===== src/rtl/dino_pkg.sv =====
`default_nettype none
// ============================================================================
// Module      : dino_pkg
// Description : Shared types and widths for the dino vertical-motion block.
// Revision    : 1.0 - initial release
// ============================================================================
package dino_pkg;

  // Vertical motion state of the dino
  typedef enum logic [1:0] {
    ST_GROUND = 2'd0,
    ST_RISE   = 2'd1,
    ST_FALL   = 2'd2
  } dino_state_t;

  // Default height width (unsigned px above ground)
  localparam int DINO_H_W = 10;
  // Default velocity width (signed px/tick)
  localparam int DINO_V_W = 6;

  // Width of the signed height+velocity sum: one bit for sign, one for carry
  function automatic int sum_width(input int h_w);
    return h_w + 2;
  endfunction

endpackage
`default_nettype wire


===== src/rtl/dino_jump_ctrl_btn_edge_latch.sv =====
`default_nettype none
// ============================================================================
// Module      : btn_edge_latch
// Description : Rising-edge detector with a sticky request. The request is
//               visible combinationally in the cycle of the edge itself, so a
//               consumer sampling on that same cycle sees it.
// Revision    : 1.0 - initial release
// ============================================================================
module btn_edge_latch (
  input  logic clk,
  input  logic rst,
  input  logic btn,
  input  logic clear,
  output logic pending
);

  logic btn_prev;
  logic req;
  logic rise;

  assign rise    = btn & ~btn_prev;
  assign pending = req | rise;

  // Track the previous button level and hold a request until it is consumed.
  // During reset the previous sample follows the button so a button held
  // through reset does not look like a fresh press afterwards.
  always_ff @(posedge clk) begin
    if (rst) begin
      btn_prev <= btn;
      req      <= 1'b0;
    end else begin
      btn_prev <= btn;
      if (clear) begin
        req <= 1'b0;
      end else if (rise) begin
        req <= 1'b1;
      end
    end
  end

endmodule
`default_nettype wire


===== src/rtl/dino_jump_ctrl.sv =====
`default_nettype none
// ============================================================================
// Module      : dino_jump_ctrl
// Description : Vertical-motion controller for the dino. Integer ballistic
//               model (launch velocity, gravity) stepped once per frame_tick,
//               frozen while is_dead.
//               Optional feature macro: DINO_FAST_FALL_EN (duck in the air
//               forces a fast descent of at least FAST_VEL px/tick).
// Revision    : 1.0 - initial release
// ============================================================================
module dino_jump_ctrl
  import dino_pkg::*;
#(
  parameter int H_W      = DINO_H_W,
  parameter int V_W      = DINO_V_W,
  parameter int JUMP_VEL = 12,
  parameter int GRAVITY  = 1
`ifdef DINO_FAST_FALL_EN
  ,
  parameter int FAST_VEL = 6
`endif
) (
  input  logic           clk,
  input  logic           rst,
  input  logic           frame_tick,
  input  logic           jump_btn,
  input  logic           duck_btn,
  input  logic           is_dead,
  output logic [H_W-1:0] height,
  output logic           airborne,
  output logic           on_ground,
  output logic           is_duck,
  output logic           jump_start
);

  localparam int SUM_W = sum_width(H_W);

  localparam logic signed [V_W-1:0]   JUMP_V      = V_W'(JUMP_VEL);
  localparam logic signed [V_W:0]     GRAV_EXT    = (V_W+1)'(GRAVITY);
  localparam logic signed [V_W-1:0]   VEL_MIN     = {1'b1, {(V_W-1){1'b0}}};
  localparam logic signed [V_W:0]     VEL_MIN_EXT = {1'b1, VEL_MIN};
  localparam logic signed [SUM_W-1:0] H_SAT       = {2'b00, {H_W{1'b1}}};
`ifdef DINO_FAST_FALL_EN
  localparam logic signed [V_W-1:0]   FAST_NEG    = V_W'(-FAST_VEL);
`endif

  dino_state_t             state;
  dino_state_t             state_nx;
  logic signed [V_W-1:0]   vel;
  logic signed [V_W-1:0]   vel_nx;
  logic [H_W-1:0]          height_nx;
  logic                    is_duck_nx;
  logic                    jump_start_nx;
  logic                    jump_pending;
  logic                    step;
  logic signed [SUM_W-1:0] sum;
  logic signed [V_W:0]     vel_dec;
  logic signed [V_W-1:0]   vel_air;

  // Jump presses are turned into a sticky request; every tick consumes it,
  // and a freeze discards it.
  btn_edge_latch u_jump_latch (
    .clk     (clk),
    .rst     (rst),
    .btn     (jump_btn),
    .clear   (frame_tick | is_dead),
    .pending (jump_pending)
  );

  assign step = frame_tick & ~is_dead;

  // Next-state and physics: only a live tick changes anything.
  always_comb begin
    state_nx      = state;
    vel_nx        = vel;
    height_nx     = height;
    is_duck_nx    = is_duck;
    jump_start_nx = 1'b0;

    sum     = $signed({2'b00, height}) + $signed({{(SUM_W-V_W){vel[V_W-1]}}, vel});
    vel_dec = $signed({vel[V_W-1], vel}) - GRAV_EXT;
    vel_air = (vel_dec < VEL_MIN_EXT) ? VEL_MIN : vel_dec[V_W-1:0];
`ifdef DINO_FAST_FALL_EN
    if (duck_btn && (vel_air > FAST_NEG)) begin
      vel_air = FAST_NEG;
    end
`endif

    if (step) begin
      case (state)
        ST_GROUND: begin
          if (jump_pending) begin
            // Jump wins over a held duck
            state_nx      = ST_RISE;
            vel_nx        = JUMP_V;
            height_nx     = '0;
            jump_start_nx = 1'b1;
            is_duck_nx    = 1'b0;
          end else begin
            is_duck_nx = duck_btn;
          end
        end
        ST_RISE, ST_FALL: begin
          is_duck_nx = 1'b0;
          if (sum <= 0) begin
            state_nx  = ST_GROUND;
            height_nx = '0;
            vel_nx    = '0;
          end else begin
            height_nx = (sum > H_SAT) ? {H_W{1'b1}} : sum[H_W-1:0];
            vel_nx    = vel_air;
            state_nx  = (vel_air <= 0) ? ST_FALL : ST_RISE;
          end
        end
        default: begin
          state_nx  = ST_GROUND;
          height_nx = '0;
          vel_nx    = '0;
        end
      endcase
    end
  end

  // State, physics and flag registers; the ground/air flags follow next state.
  always_ff @(posedge clk) begin
    if (rst) begin
      state      <= ST_GROUND;
      vel        <= '0;
      height     <= '0;
      is_duck    <= 1'b0;
      jump_start <= 1'b0;
      on_ground  <= 1'b1;
      airborne   <= 1'b0;
    end else begin
      state      <= state_nx;
      vel        <= vel_nx;
      height     <= height_nx;
      is_duck    <= is_duck_nx;
      jump_start <= jump_start_nx;
      on_ground  <= (state_nx == ST_GROUND);
      airborne   <= (state_nx != ST_GROUND);
    end
  end

endmodule
`default_nettype wire

===== config.mk =====
export PLATFORM = sky130hd
export DESIGN_NAME = dino_jump_ctrl
export DESIGN_NICKNAME = d
export VERILOG_FILES = /design/src/rtl/dino_pkg.sv /design/src/rtl/dino_jump_ctrl_btn_edge_latch.sv /design/src/rtl/dino_jump_ctrl.sv
export SDC_FILE = /design/constraint.sdc
export NUM_CORES = 1
export LEC_CHECK = 0
export ABC_AREA = 1
export BUFFER_PORTS_ARGS = -buffer_cell sky130_fd_sc_hd__buf_2
export CAP_MARGIN = 30
export CORE_MARGIN = 1.5
export CORE_UTILIZATION = 63
export CTS_BUF_LIST = sky130_fd_sc_hd__clkbuf_4 sky130_fd_sc_hd__clkbuf_8 sky130_fd_sc_hd__clkbuf_16
export CTS_CLUSTER_SIZE = 8
export DETAILED_ROUTE_END_ITERATION = 8
export GPL_ROUTABILITY_DRIVEN = 1
export GPL_TIMING_DRIVEN = 0
export MAX_ROUTING_LAYER = met4
export PLACE_DENSITY = 0.92
export SYNTH_ARGS = -nofsm -noshare
export SYNTH_HDL_FRONTEND = slang
export SYNTH_SLANG_ARGS = --single-unit

===== constraint.sdc =====
create_clock -name clk -period 4.4 [get_ports clk]
set_input_delay 0.44 -clock clk [delete_from_list [all_inputs] [get_ports clk]]
set_output_delay 0.44 -clock clk [all_outputs]
set_load 0.01 [all_outputs]

# Word level (Yosys, flattened, before mapping)
# Cells that the tools add are included.
[word_totals]
wordCells = 51
out_inout_bits = 14
register_bits = 24
input_bits = 6
[op_classes]
addsub = 2
n_mux = 16
reduce_logical = 9
magnitude_cmp = 4
n_bitwise = 8
eq_ne = 3
[op_table]
columns = ["operator", "count"]
rows = [
  ["10-bit two-way mux", 3],
  ["10-bit case mux with 2 select lines", 1],
  ["6-bit two-way mux", 3],
  ["11-bit by 6-bit adder with 12-bit output", 1],
  ["12-bit by 11-bit greater-than comparator with 1-bit output, second input constant", 1],
  ["12-bit by 1-bit less-or-equal comparator with 1-bit output, second input constant", 1],
  ["6-bit case mux with 2 select lines", 1],
  ["2-bit two-way mux", 4],
  ["7-bit by 6-bit less-than comparator with 1-bit output, second input constant", 1],
  ["6-bit by 2-bit subtractor with 7-bit output, second input constant", 1],
  ["6-bit by 1-bit less-or-equal comparator with 1-bit output, second input constant", 1],
  ["2-bit zero test", 2],
  ["1-bit NOT", 4],
  ["2-bit case mux with 2 select lines", 1],
  ["2-bit AND reduction", 2],
  ["2-bit nonzero test", 2],
  ["2-bit OR reduction", 2],
  ["3-bit OR reduction", 1],
  ["1-bit AND", 2],
  ["2-bit by 1-bit == test with 1-bit output, second input constant", 1],
  ["2-bit == test, second input constant", 1],
  ["1-bit two-way mux", 2],
  ["2-bit != test, second input constant", 1],
  ["1-bit OR", 2],
  ["1-bit case mux with 2 select lines", 1],
]

# Logic depth before layout (Yosys ltp)
# Gate-level depths: netlist (run 1).
[logic_depth]
word_depth = 9
depth_mapped = 20
depth_no_buf = 20

# Modules after synthesis
# Synthesis (run 1) repeated with hierarchy kept, for this count alone.
[unflattened]
cells_unflattened = 328
hier_area_um2 = 2083.2
[by_module_without_submodules]
columns = ["mod", "cells_per_inst", "instances", "area_per_inst_um2", "seq_area_each_um2"]
rows = [
  ["dino_jump_ctrl", 318, 1, 2005.7, 440.4],
  ["btn_edge_latch", 10, 1, 77.6, 40.0],
]

# Worst setup path after synthesis (run 1)
# OpenSTA, ideal clock, no wires.
[synth_path]
kind = "reg2reg"
from = "reg height[0]"
to = "reg vel[1]"
n_path_buf = 1
setup_time_ns = 0.067
t_arrival_ns = 2.288
setup_slack_ns = 2.045
stages_incl_launch_ff = 20
cell_sequence = "dfxtp_1 > ha_1 > inv_1 > fa_1 > inv_1 > nand3_1 > nand2_1 > nand2_1 > nand2_1 > inv_2 > o21ai_1 > inv_1 > nand2_2 > nand2_4 > nand2_4 > nand2_4 > nor2_4 > buf_8 > nand3_2 > a21oi_2"
[synth_via]
elab_chain_cells = 4
[synth_lines]
columns = ["item", "line", "rtl"]
rows = [
  ["from (decl)", "dino_jump_ctrl.sv:29", "output logic [H_W-1:0] height,"],
  ["from (signal assigned)", "dino_jump_ctrl.sv:137", "height <= height_nx;"],
  ["11-bit by 6-bit adder with 12-bit output", "dino_jump_ctrl.sv:80", "sum = $signed({2'b00, height}) + $signed({{(SUM_W-V_W){vel[V_W-1]}}, vel});"],
  ["12-bit by 1-bit less-or-equal comparator with 1-bit output", "dino_jump_ctrl.sv:105", "if (sum <= 0) begin"],
  ["6-bit two-way mux", "dino_jump_ctrl.sv:105", ""],
  ["6-bit case mux with 2 select lines", "dino_jump_ctrl.sv:90", "case (state)"],
  ["to (signal assigned)", "dino_jump_ctrl.sv:136", "vel <= vel_nx;"],
  ["to (decl)", "dino_jump_ctrl.sv:49", "logic signed [V_W-1:0] vel;"],
]
# No other way between the ends.
# A chain may end at the register's enable or synchronous reset.

# Worst setup path after layout (run 1)
[layout_path]
from = "reg vel[0]"
to = "reg height[7]"
[layout_via]
elab_chain_cells = 5
word_cells_on_any_way = 6
[layout_lines]
columns = ["item", "line", "rtl"]
rows = [
  ["11-bit by 6-bit adder with 12-bit output (*)", "dino_jump_ctrl.sv:80", ""],
  ["12-bit by 11-bit greater-than comparator with 1-bit output", "dino_jump_ctrl.sv:110", "height_nx = (sum > H_SAT) ? {H_W{1'b1}} : sum[H_W-1:0];"],
  ["10-bit two-way mux", "dino_jump_ctrl.sv:110", ""],
  ["10-bit two-way mux (*)", "dino_jump_ctrl.sv:105", ""],
  ["10-bit case mux with 2 select lines (*)", "dino_jump_ctrl.sv:90", ""],
]
# Every way passes the cells marked *; elsewhere a longest branch is shown, timed or not.

==> results of run 1 <==
==> worst max path at each step <==
| stage | end | startpoint | slack, ps |
|---|---|---|---|
| after detailed placement | height[0] | vel[0] | 1760 |
| after CTS | height[7] | vel[0] | 1680 |
| final | height[7] | vel[0] | 1680 |
| after floorplan | vel[1] | height[0] | 2040 |
| after global placement | height[7] | vel[0] | 1830 |
| after global routing | height[2] | vel[0] | 1450 |
==> cell usage in the layout, fill, tap and decap left out, types with 2 or more instances in the layout <==
cell | Yosys | routed
ha_1 | 14 | 14
buf_2 | 0 | 18
nand3_1 | 22 | 22
inv_2 | 2 | 2
nand2_4 | 3 | 3
nand2_1 | 95 | 95
dfxtp_1 | 24 | 24
o21ai_2 | 5 | 5
o21ai_0 | 5 | 5
a21oi_1 | 20 | 20
nor4_1 | 2 | 2
clkbuf_1 | 3 | 3
clkbuf_4 | 0 | 3
o21ai_1 | 2 | 2
nand2_2 | 7 | 7
nor2_1 | 21 | 21
a21oi_2 | 10 | 10
inv_1 | 51 | 51
==> power groups by stage <==
stage / logic, uW / clock network (uW) / registers (uW)
3_5_place_dp: 50.2 / 0 / 228
6_report: 51.0 / 163 / 223
3_3_place_gp: 48.9 / 0 / 228
4_1_cts: 50.5 / 167 / 223
5_1_grt: 57.5 / 176 / 224
2_1_floorplan: 37.1 / 0 / 228
==> logic make-up (layout without fill, tap and decap cells) <==
kind of cell               count (synthesis)  after routing  share of synthesized area [%]
xor gates and xnor gates                   1              1                          0.464
buffers and inverters                     57             79                           11.9
and+or+nand+nor                          157            157                           36.5
adders and majority gates                 15             15                           10.3
DFF                                       24             24                           25.5
AOI/OAI and AO/OA                         45             45                           15.3
==> sequential cells by signal, summed over array words and instances (netlist names) <==
signal                 flops
airborne                   1
height                    10
state                      2
vel                        6
u_jump_latch.req           1
on_ground                  1
jump_start                 1
is_duck                    1
u_jump_latch.btn_prev      1
==> routing by layer <==
| metal | global-route usage (%) | up-vias | wire, um |
|---|---|---|---|
| li1 | - | 980 | - |
| met1 | 34.7 | 816 | 1900 |
| met2 | 45.8 | 50 | 1970 |
| met3 | 4.91 | 6 | 197 |
| met4 | 8.97 | 0 | 60 |
| met5 | - | - | 0 |
==> metrics by stage <==
stage / setup WS [ps] / area [um^2] / utilization [%] / total power (uW)
2_1_floorplan: 2040 / 1890 / - / 265
3_3_place_gp: 1830 / 2020 / 71.9 / 277
3_5_place_dp: 1760 / 2020 / 71.9 / 278
4_1_cts: 1680 / 2070 / 73.7 / 441
5_1_grt: 1450 / 2070 / 73.7 / 457
6_report: 1680 / 2070 / 73.7 / 438
==> cell type report <==
class	instances	area, um^2	share of cell area [%]
Clock buffer	3	22.5	1.09
Timing Repair Buffer	18	90.1	4.36
Tap cell	31	38.8	1.88
Multi-Input combinational cell	218	1180	57.1
Inverter	53	199	9.62
Clock inverter	1	30.0	1.45
Sequential cell	24	480	23.2
Buffer	4	26.3	1.27
==> metrics.cfg, run 1 <==
[outcome]
outcome = complete, no violations

[sta]
max_freq_ghz = 0.368
fin_skew_ps = 2.84
rsz0062_at_grt = no
hold_slack_ps = 217
maxSlewViolCount = 0
setup_viol_count_final = 0
period_minus_slack_ps = 2720
worst_slew_pin_slew_ps = 766
setup_tns_ps = 0
hold_viol = 0
final.period_utilization_pct = 61.8
relSlewSlack_pct = 48.9

[synthesis]
synth_top_cell_area_share_pct = 25.5
synth_most_common_cell = nand2_1
syn-num-nets = 320
synth_cell_types = 29
synth_top_area_cell = dfxtp_1
ys_warn_count = 0
syn-cell-area_um2 = 1890
seq_area_frac_synth_pct = 25.5
ys.flop_type = dfxtp_1
synth_area_per_cell_um2 = 6.31
synthTopCellsByArea = dfxtp_1, nand2_1, inv_1, ha_1, nand3_1
ys_ff_latch = 24
syn_inst = 299
ys_top_cells_by_count = nand2_1, inv_1, dfxtp_1, nand3_1, nor2_1
async_flop_share_pct = 0
synth-edff-count = 0

[critical_path]
criticalPathCategory = reg2reg
r2r_start = vel[0]
critPathBufInv = 5
r2r_cells = 19
critPathCaptureType = register
crit_family = simple AND/OR/NAND/NOR gates
slowest_delay_ps = 400
cp.depth = 19
worstPathRequired_ps = 4670
slowest_stage = dfxtp_1
rr_endpoint = height[7]
critPathLaunchType = register
arrival_ps = 2990
worstPathMaxFanout = 10
reg2reg_slack_ps = 1680
cp_cell_sequence = ha_1, inv_1, fa_1, inv_1, nand3_1, nand2_1, nand2_1, nand2_1, inv_2, o21ai_1, inv_1, nand2_2, nand2_4, nand2_4, nand2_4, nor2_4, buf_8, o21ai_2, a21oi_2

[final_layout]
areaGrowthSynthToFinish_pct = 9.62
drive_above_1_share_pct = 16.8
nFillCells = 239
layout.cells.non_filler = 352
num_antenna_cells = 0
nets = 343

[min_path]
hold_depth = 1
worstHoldStart = jump_btn
hold_end = u_jump_latch.btn_prev
min_path_type = in2reg

[global_route]
grt_pass1_vias = 1705
antenna_found_initial = 0
grt_overflow = 0
grt_use_total_pct = 27.9
grt_max_degree = 15
grt_pass1_wl_mm = 7.13

[floorplan]
row_count = 19
die_w_um = 57.7
floorplan.initialDensity_pct = 67.3
fp.coreArea_um2 = 2810
io-pin-count = 20
dieArea_um2 = 3330
die_y_um = 57.7

[pwr]
switching_share_pct = 24.9
p_leak_uw = 0.00110
p_int_uw = 329
power_density_nw_per_um2 = 212
ir_drop_mv = 0.153
p_comb_share_pct = 11.7
p_clk_share_pct = 37.3
p_switching_uw = 109
power_frac_seq_pct = 51.0

[clocking]
ctsHoldBuffers = 0
clockBufferDepth = 2
cts.clk_slew.worst_paths_ps = 140
postCtsSetupBuffers = 0
clock_latency_ps = 330
cts_resized = 0
cts_buffers = 3
h-tree-depth = 1
root_buffer = clkbuf_4
cts.sinks = 24
cts_tree = yes

[route]
drtIter0Drc = 110
routed_wl_mm = 4.12
dr.pass1.iters = 7
wire_per_inst_um = 11.7
drc = 0
routed_via_density = 5.26
num_vias = 1852
final_antenna_net_count = 0

[placement]
routabilityCongestion = 0.943
placed_cells = 348
dpl.hpwl_mm = 3.16
io_buffers = 18

[job]
maxCapViolCount = 0

(Power assumes the default switching activity.)
==> inputs of run 2 (changes only) <==
- CORE_UTILIZATION: 63 -> 59
- PLACE_DENSITY: 0.92 -> 0.87
- clock period: 4.4 -> 2.7 ns (I/O delays scaled with it)
==> run 2 against run 1 <==
  * Sequential share of layout area shrank 0.70 points
  * Sequential power grew 63%
  * Via count up 2.7%
  * Combinational power up 64%
  * Final cell count grew 4.5%
  * Maximum frequency rose by 6.6%
  * Non-clock buffer count is 3 higher
  * Clock power is 67% higher
  * Critical path depth stayed put
  * Wire length grew 4.9%
  * Final area up 3.9%
  * Largest power group unchanged
==> metrics.cfg, run 2 (synthesis results as in run 1) <==
[clocking]
cts_buffers = 3  ; unchanged
ctsHoldBuffers = 0  ; unchanged
clock_latency_ps = 330  ; about the same
cts_tree = yes  ; unchanged
cts.clk_slew.worst_paths_ps = 150  ; was 140 ps
cts.sinks = 24  ; unchanged
h-tree-depth = 1  ; unchanged
root_buffer = clkbuf_4  ; unchanged
clockBufferDepth = 2  ; unchanged

[floorplan]
dieArea_um2 = 3550  ; was 3330 um^2
fp.coreArea_um2 = 3050  ; was 2810 um^2
die_y_um = 59.6  ; was 57.7 um
floorplan.initialDensity_pct = 61.8  ; was 67.3%
die_w_um = 59.6  ; was 57.7 um
io-pin-count = 20  ; unchanged
row_count = 20  ; was 19

[placement]
io_buffers = 18  ; unchanged
dpl.hpwl_mm = 3.08  ; was 3.16 mm
routabilityCongestion = 0.963  ; was 0.943
dpl_worst_slack_ps = 57.2  ; was 1760 ps

[critical_path]
worstPathMaxFanout = 7  ; was 10
crit_top_cell = nand2_4
worstPathRequired_ps = 2980  ; was 4670 ps
critPathLaunchType = register  ; unchanged
r2r_start = height[0]  ; was vel[0]
slowest_delay_ps = 370  ; was 400 ps
slowest_stage = dfxtp_2  ; was dfxtp_1
criticalPathCategory = reg2reg  ; unchanged
r2r_cells = 19  ; unchanged
critPathCaptureType = register  ; unchanged
cp_cell_sequence = ha_2, inv_1, fa_2, inv_2, nand3_2, nand2_2, nand2_1, nand2_1, inv_2, o21ai_2, inv_1, nand2_2, nand2_4, nand2_4, nand2_4, nor2_4, clkbuf_16, o21ai_2, a21oi_2  ; was ha_1, inv_1, fa_1, inv_1, nand3_1, nand2_1, nand2_1, nand2_1, inv_2, o21ai_1, inv_1, nand2_2, nand2_4, nand2_4, nand2_4, nor2_4, buf_8, o21ai_2, a21oi_2
worstSetupStartpoint = height[0]  ; was vel[0]
arrival_ps = 2830  ; was 2990 ps

[sta]
period_minus_slack_ps = 2550  ; was 2720 ps
maxSlewViolCount = 0  ; unchanged
max_freq_ghz = 0.392  ; was 0.368 GHz
setup_viol_count_final = 0  ; unchanged
hold_viol = 0  ; unchanged
worst_slew_pin_slew_ps = 791  ; was 766 ps
final.period_utilization_pct = 94.5  ; was 61.8%
relSlewSlack_pct = 47.2  ; was 48.9%
finalWorstSetupSlack_ps = 149  ; was 1680 ps
fin_skew_ps = 7.68  ; was 2.84 ps

[pwr]
power_density_nw_per_um2 = 335  ; was 212 nW/um^2
finalPower_uw = 721  ; was 438 uW
ir_drop_mv = 0.193  ; was 0.153 mV
p_leak_uw = 0.00112  ; was 0.00110 uW

[min_path]
worstHoldStart = jump_btn  ; unchanged
min_path_type = in2reg  ; unchanged
hold_depth = 1  ; unchanged

[job]
maxCapViolCount = 0  ; unchanged

[global_route]
grt_pass1_wl_mm = 6.84  ; was 7.13 mm
antenna_found_initial = 0  ; unchanged
grt_use_met3_pct = 2.62  ; was 4.91%
met2_usage_pct = 38.9  ; was 45.8%
grt_pass1_vias = 1578  ; was 1,705
grt.busiest_layer = met2  ; unchanged
grt_use_total_pct = 25.8  ; was 27.9%
grt_max_degree = 15  ; unchanged
grt_overflow = 0  ; unchanged
grt.met1_usage_pct = 36.6  ; was 34.7%

[final_layout]
areaGrowthSynthToFinish_pct = 13.9  ; was 9.62%
num_antenna_cells = 0  ; unchanged
reg_top3 = height (10), vel (6), state (2)  ; unchanged
final_common_cell = nand2_1  ; unchanged
nets = 346  ; was 343
largest_register_ffs = 10  ; unchanged
drive_above_1_share_pct = 20.4  ; was 16.8%
largest_register = height  ; unchanged
final_cell_mix = nand2_1, inv_1, nor2_1, nand3_1, dfxtp_1  ; was nand2_1, inv_1, dfxtp_1

[route]
dr.pass1.iters = 7  ; unchanged
routed_wl_mm = 4.33  ; was 4.12 mm
drc = 0  ; unchanged
routed_via_density = 5.17  ; was 5.26
drtIter0Drc = 126  ; was 110
final_antenna_net_count = 0  ; unchanged
wire_per_inst_um = 11.8  ; was 11.7 um
num_vias = 1902  ; was 1,852

[outcome]
outcome = complete, no violations  ; unchanged

-- run 2: worst paths after layout --
check	end	slack, ps
min reg2reg	height[2]	510
max reg2reg	height[7]	150
min	u_jump_latch.btn_prev	40
max	height[7]	150
-- run 2: metrics by stage --
stage | setup TNS [ps] | instances | util (%) | area (um^2) | hold WS [ps]
after floorplan | 0 | 299 | - | 1890 | 298
after global placement | 0 | 361 | 66.6 | 2030 | 389
after detailed placement | 0 | 361 | 66.6 | 2030 | 392
after CTS | 0 | 365 | 68.3 | 2080 | 49.5
after global routing | -80.3 | 368 | 70.4 | 2150 | 33.1
final | 0 | 368 | 70.4 | 2150 | 44.7
-- run 2: what timing repair did --
action                     in CTS  in global routing
setup endpoints to repair       0                 20
setup buffers                   0                  2
gates resized for setup         0                 10
-- run 2: per-layer routing --
metal	share of wire [%]	vias up	routed length [um]
met3	5.1	7	219
met5	0	-	0
met1	47	849	2040
met2	46	63	2010
li1	-	983	-
met4	1.5	0	63
-- run 2: layout make-up --
| type | instances | area, um^2 |
|---|---|---|
| Buffer | 4 | 31.3 |
| Clock buffer | 3 | 22.5 |
| Clock inverter | 1 | 30.0 |
| Fill cell | 271 | 903 |
| Inverter | 53 | 199 |
| Multi-Input combinational cell | 218 | 1200 |
| Sequential cell | 24 | 484 |
| Tap cell | 44 | 55.1 |
| Timing Repair Buffer | 21 | 130 |
-- run 2: power by group --
| part | total (uW) | leakage [uW] | switching [uW] | internal (uW) |
|---|---|---|---|---|
| Sequential | 364 | 0.000196 | 3.56 | 360 |
| Clock | 273 | 0.0000279 | 123 | 150 |
| Combinational | 83.6 | 0.000896 | 57.9 | 25.7 |
| Total | 721 | 0.00112 | 184 | 536 |
-- run 2: worst max-delay path, delay by kind of cell (launching register included) --
family                     cells  cell delay [ps]
buffers and inverters          5              410
AOI/OAI and AO/OA              3              300
adders and majority gates      2              540
DFF                            1              370
and+or+nand+nor                9              850
